## src/rtl/instr_fetch_pkg.sv

```systemverilog
// Shared constants and types for the instruction fetch unit.
package instr_fetch_pkg;

  localparam int unsigned XLEN        = 32;
  localparam int unsigned INSTR_BYTES = 4;
  localparam int unsigned ENTRY_W     = 2 * XLEN;

  localparam logic [XLEN-1:0] RESET_PC_DEF = 32'h0000_0000;
  // Canonical RISC-V nop (addi x0, x0, 0), handy as a bubble filler.
  localparam logic [XLEN-1:0] NOP          = 32'h0000_0013;

  // One prefetched instruction together with the address it came from.
  typedef struct packed {
    logic [XLEN-1:0] pc;
    logic [XLEN-1:0] instr;
  } fetch_entry_t;

  // Sequential successor of a fetch address; wraps modulo 2^32.
  function automatic logic [XLEN-1:0] next_pc(input logic [XLEN-1:0] pc);
    return pc + XLEN'(INSTR_BYTES);
  endfunction

endpackage

```

## src/rtl/instr_fetch_fifo.sv

```systemverilog
// Small synchronous FIFO holding prefetched {pc, instr} entries.
// Flush wins over push and pop; push when full and pop when empty are ignored.
// When empty, data_o keeps presenting the last head that was visible.
import instr_fetch_pkg::*;

module fetch_fifo #(
  parameter int unsigned DEPTH = 2,
  parameter int unsigned W     = ENTRY_W
) (
  input  logic         clk,
  input  logic         rst,
  input  logic         push_i,
  input  logic         pop_i,
  input  logic         flush_i,
  input  logic [W-1:0] data_i,
  output logic [W-1:0] data_o,
  output logic         full_o,
  output logic         empty_o
);

  localparam int unsigned AW = $clog2(DEPTH);
  localparam int unsigned CW = AW + 1;

  logic [W-1:0]  mem_q [DEPTH];
  logic [AW-1:0] wr_q, wr_d;
  logic [AW-1:0] rd_q, rd_d;
  logic [CW-1:0] count_q, count_d;
  logic [W-1:0]  last_q;
  logic          do_push, do_pop;

  assign full_o  = (count_q == CW'(DEPTH));
  assign empty_o = (count_q == '0);
  assign do_push = push_i && !full_o;
  assign do_pop  = pop_i && !empty_o;

  // Head is the slot under the read pointer; once drained, hold the last head.
  assign data_o = empty_o ? last_q : mem_q[rd_q];

  // Pointer/occupancy next state; a flush discards everything, including a same-cycle pop.
  always_comb begin
    wr_d    = wr_q;
    rd_d    = rd_q;
    count_d = count_q;
    if (flush_i) begin
      rd_d    = wr_q;
      count_d = '0;
    end else begin
      if (do_push) wr_d = wr_q + AW'(1);
      if (do_pop)  rd_d = rd_q + AW'(1);
      case ({do_push, do_pop})
        2'b10:   count_d = count_q + CW'(1);
        2'b01:   count_d = count_q - CW'(1);
        default: count_d = count_q;
      endcase
    end
  end

  // Pointer, occupancy and last-head registers.
  always_ff @(posedge clk or posedge rst) begin
    if (rst) begin
      wr_q    <= '0;
      rd_q    <= '0;
      count_q <= '0;
      last_q  <= '0;
    end else begin
      wr_q    <= wr_d;
      rd_q    <= rd_d;
      count_q <= count_d;
      if (!empty_o) last_q <= mem_q[rd_q];
    end
  end

  // Entry storage; cleared on reset so the idle head reads as zero.
  always_ff @(posedge clk or posedge rst) begin
    if (rst) begin
      for (int i = 0; i < int'(DEPTH); i++) mem_q[i] <= '0;
    end else if (do_push && !flush_i) begin
      mem_q[wr_q] <= data_i;
    end
  end

endmodule

```

## src/rtl/instr_fetch.sv

```systemverilog
// Instruction fetch front end: owns the PC, strobes instruction memory,
// buffers returned words in a prefetch FIFO and hands them to decode.
import instr_fetch_pkg::*;

module instr_fetch #(
  parameter logic [31:0] RESET_PC   = RESET_PC_DEF,
  parameter int unsigned FIFO_DEPTH = 2
) (
  input  logic        clk,
  input  logic        rst,
  output logic [31:0] imem_addr,
  output logic        imem_en,
  input  logic [31:0] imem_data,
  output logic        if_valid,
  input  logic        if_ready,
  output logic [31:0] if_instr,
  output logic [31:0] if_pc,
  input  logic        redirect_valid,
  input  logic [31:0] redirect_pc,
  input  logic        fetch_hold
);

  logic [XLEN-1:0] pc_q, pc_d;
  logic            fifo_full, fifo_empty;
  logic            pop;
  fetch_entry_t    push_entry, head_entry;
  logic [1:0]      redirect_pc_unused;

  // Byte offset of a redirect target is dropped; fetches are always word aligned.
  assign redirect_pc_unused = redirect_pc[1:0];

  assign imem_addr = pc_q;

  // Fetch only when there is room, no redirect is pending and fetch is not held.
  // Deliberately independent of if_ready: a full FIFO stalls even if popped.
  assign imem_en = !rst && !fifo_full && !redirect_valid && !fetch_hold;

  assign push_entry.pc    = pc_q;
  assign push_entry.instr = imem_data;

  assign if_valid = !fifo_empty;
  assign pop      = if_valid && if_ready;
  assign if_pc    = head_entry.pc;
  assign if_instr = head_entry.instr;

  // PC next state: redirect wins, otherwise advance on every issued fetch.
  always_comb begin
    pc_d = pc_q;
    if (redirect_valid)
      pc_d = {redirect_pc[31:2], 2'b00};
    else if (imem_en)
      pc_d = next_pc(pc_q);
  end

  // PC register.
  always_ff @(posedge clk or posedge rst) begin
    if (rst) pc_q <= RESET_PC;
    else     pc_q <= pc_d;
  end

  fetch_fifo #(
    .DEPTH (FIFO_DEPTH),
    .W     (ENTRY_W)
  ) u_fifo (
    .clk     (clk),
    .rst     (rst),
    .push_i  (imem_en),
    .pop_i   (pop),
    .flush_i (redirect_valid),
    .data_i  (push_entry),
    .data_o  (head_entry),
    .full_o  (fifo_full),
    .empty_o (fifo_empty)
  );

endmodule

```

## config.mk

```make
export PLATFORM = sky130hd
export DESIGN_NAME = instr_fetch
export DESIGN_NICKNAME = d
export VERILOG_FILES = /design/src/rtl/instr_fetch_pkg.sv /design/src/rtl/instr_fetch_fifo.sv /design/src/rtl/instr_fetch.sv
export SDC_FILE = /design/constraint.sdc
export NUM_CORES = 1
export LEC_CHECK = 0
export CAP_MARGIN = 20
export CORE_ASPECT_RATIO = 0.7
export CORE_MARGIN = 5
export CORE_UTILIZATION = 50
export CTS_BUF_LIST = sky130_fd_sc_hd__clkbuf_4
export DETAILED_ROUTE_END_ITERATION = 10
export GPL_TIMING_DRIVEN = 1
export PLACE_DENSITY_LB_ADDON = 0.12
export SKIP_LAST_GASP = 1
export SLEW_MARGIN = 10
export SYNTH_ARGS = -nofsm -noshare
export SYNTH_HDL_FRONTEND = slang
export SYNTH_HIERARCHICAL = 1
export SYNTH_SLANG_ARGS = --single-unit
```

## constraint.sdc

```tcl
create_clock -name clk -period 6.45 [get_ports clk]
set_input_delay 0.9675 -clock clk [delete_from_list [all_inputs] [get_ports clk]]
set_output_delay 0.9675 -clock clk [all_outputs]
set_load 0.02 [all_outputs]
```

==> flow_summary.json <==
{
  "status": "finished, final reports clean",
  "cts-buffers-inserted": 54,
  "dp.cells": 1179,
  "grt_pass1_vias": 7305,
  "grt_usage": 0.205,
  "wl_um": 23000,
  "gr-total-overflow": 0,
  "hold_buffers": 0,
  "maxCapViolations": 0,
  "crit_required_ns": 5.48,
  "fillers": 1558,
  "die_y_um": 128,
  "fmax_ghz": 0.233,
  "regToRegSetupSlack_ns": 2.82,
  "ys_seq_area_frac": 0.567,
  "synth-async-reset-ratio": 1.00,
  "ant_nets": 0,
  "synth_top_area_frac": 0.567,
  "worstSetupPathType": "flop to output port",
  "fin_crit_ns": 4.30,
  "cts.clk_slew.worst_paths_ns": 0.07,
  "cts_tree": "yes",
  "synth_seq_cells": 226,
  "synth-warning-count": 6,
  "cp_max_fo": 39,
  "grt_max_degree": 138,
  "core_area_mm2": 0.0197,
  "rsz0062_at_grt": "false",
  "dr.pass1.iters": 4,
  "syn_area_per_cell_um2": 12.7,
  "yosysUniqueCellTypes": 50,
  "report.final.slew_viol_count": 0,
  "max_slew_margin": 0.360,
  "gp_congestion": 0.785,
  "syn_area_mm2": 0.00998,
  "drive_gt1_frac": 0.220,
  "tightest_slew_ns": 0.960,
  "yosysTopAreaCell": "dfrtp_1",
  "hold_viol": 0,
  "cp.arrival_ns": 3.33,
  "grt_pass1_wl_um": 37700,
  "postCtsSetupRepairBufs": 0,
  "num_rows": 43,
  "p_per_area_mw_per_mm2": 430,
  "tns_ns": 0,
  "clock_latency_ns": 0.64,
  "cts_sinks": 226,
  "cts_buffer_depth": 3,
  "drc": 0,
  "ios": 167,
  "final_net_count": 1035,
  "slowest_delay_ns": 0.93,
  "die_w_um": 179,
  "wire_per_inst_um": 18.2,
  "end_kind": "output port",
  "n_antenna_cell": 0,
  "avgViaCountPerCell": 5.36,
  "hp-class": "flop to flop",
  "ys.flop_type": "dfrtp_1",
  "antenna_found_initial": 0,
  "port_buffers": 162,
  "cts_resized": 0,
  "syn2layout_area_growth_pct": 23.6,
  "hpwl_um": 14900,
  "holdPathStages": 1,
  "cp-start-kind": "flop",
  "vias": 6767,
  "cts_max_level": 2,
  "irDropWorstVdd_mv": 0.280,
  "reg2reg_depth": 7,
  "dr.first_iter.drc_count": 355,
  "ys_top_cells_by_area": "dfrtp_1 (57%), mux2_4 (9.0%), mux2_2 (7.1%), mux2i_1 (6.6%), o21ai_0 (4.0%)",
  "fin_crit_sh": 0.667,
  "path_cells": "buf_4 > mux2i_1 > o21ai_0 > clkdlybuf4s50_1",
  "initial_utilization": 0.507,
  "leakage_nw": 5.55,
  "setup_violations": 0,
  "layout.cells.non_filler": 1263,
  "synth_edf_count": 0,
  "cts-root-buf": "clkbuf_4",
  "cpMaxStageDelayCell": "dfrtp_4",
  "netlist_instances": 783,
  "fp.dieArea_mm2": 0.0229,
  "fin_worst_skew_ns": 0.0228
}
## cell usage after synthesis, drive strengths merged (2+ instances only)
cell	n
nand2	86
xnor2	7
nor4b	2
and3	2
o31ai	11
or4b	3
mux2	128
nor2b	3
or3	3
nor2	21
or4	16
dfrtp	226
and4	2
buf	27
clkbuf	24
a31oi	15
o31a	2
o211ai	3
a211o	2
nand4	4
nand3	13
o21ai	79
xor2	3
mux2i	66
a21oi	4
nor3	5
nor4	4
inv	9
## metal layers
layer	wire length, um	track usage	part of all wire
met5	0	0	0
met4	303	0.0582	0.013
met3	1400	0.0542	0.061
met2	10600	0.315	0.46
met1	10600	0.290	0.46
## state kept, by name (all words and copies together), names as in the netlist
| name | cells |
|---|---|
| u_fifo/wr_q | 1 |
| u_fifo/rd_q | 1 |
| imem_addr | 30 |
| u_fifo/mem_q | 128 |
| u_fifo/count_q | 2 |
| u_fifo/last_q | 64 |
## stage by stage
step / setup WS (ns) / hold WS, ns / cell area (um2) / utilization / total power [W]
global placement: 2.00 / 0.468 / 11700 / 0.595 / 0.00420
CTS: 2.09 / 0.488 / 12300 / 0.627 / 0.00538
global route: 1.92 / 0.513 / 12300 / 0.627 / 0.00567
finish: 2.15 / 0.487 / 12300 / 0.627 / 0.00531
detailed placement: 1.91 / 0.474 / 11700 / 0.597 / 0.00430
floorplan: 0.142 / 0.457 / 10000 / - / 0.00353
## cell families (layout without fill, tap and decap cells)
logic type	Yosys count	count (layout)	synth area share
buffers and inverters	61	266	0.0361
other	1	6	0.000376
muxes	194	194	0.233
and+or+nand+nor	170	170	0.0850
DFF	226	226	0.567
xor gates and xnor gates	10	10	0.00878
adders and majority gates	1	1	0.00125
AOI/OAI and AO/OA	120	120	0.0685
## worst paths after layout
check | from | to
max | u_fifo/rd_q$_DFFE_PP0P_ | if_instr[20]
min | u_fifo/mem_q[125]$_DFFE_PP0P_ | u_fifo/mem_q[125]$_DFFE_PP0P_
max reg2reg | u_fifo/count_q[1]$_DFFE_PP0P_ | u_fifo/mem_q[8]$_DFFE_PP0P_
min reg2reg | u_fifo/mem_q[125]$_DFFE_PP0P_ | u_fifo/mem_q[125]$_DFFE_PP0P_
max in group asynchronous | rst | u_fifo/last_q[12]$_DFF_PP0_
min in group asynchronous | rst | imem_addr[8]$_DFFE_PP0P_
## final cells by class
type                       count  area [um2]  share of cell area
clock buffer                  71         533              0.0432
clock inverter                13        56.3             0.00456
inverter                      10        45.0             0.00365
multi-input combinational    501        3990               0.323
sequential                   226        5660               0.459
tap                          270         338              0.0274
timing repair buffer         172        1720               0.139
## critical path, delay by kind of cell (launching register included)
kind            cells  cell delay (ns)
buf+inv             2             1.26
mux                 1             0.15
compound gates      1             0.34
flops               1             0.93
## power by group
group | total [W] | switching, W | internal [W] | leakage [nW]
Combinational | 0.00188 | 0.000845 | 0.00104 | 2.41
Sequential | 0.00238 | 0.000359 | 0.00202 | 2.78
Clock | 0.00104 | 0.000537 | 0.000506 | 0.361
## cell usage in the layout, fill, tap and decap left out, types with 16 or more instances in the layout
| cell type | netlist | layout |
|---|---|---|
| or4_1 | 16 | 16 |
| mux2_4 | 60 | 60 |
| dfrtp_1 | 226 | 225 |
| mux2i_1 | 66 | 66 |
| o21ai_0 | 79 | 79 |
| clkbuf_4 | 0 | 71 |
| nor2_1 | 21 | 20 |
| mux2_2 | 63 | 63 |
| nand2_1 | 86 | 86 |
| clkdlybuf4s50_1 | 0 | 162 |
No activity file was read; power rests on OpenSTA's default activity.
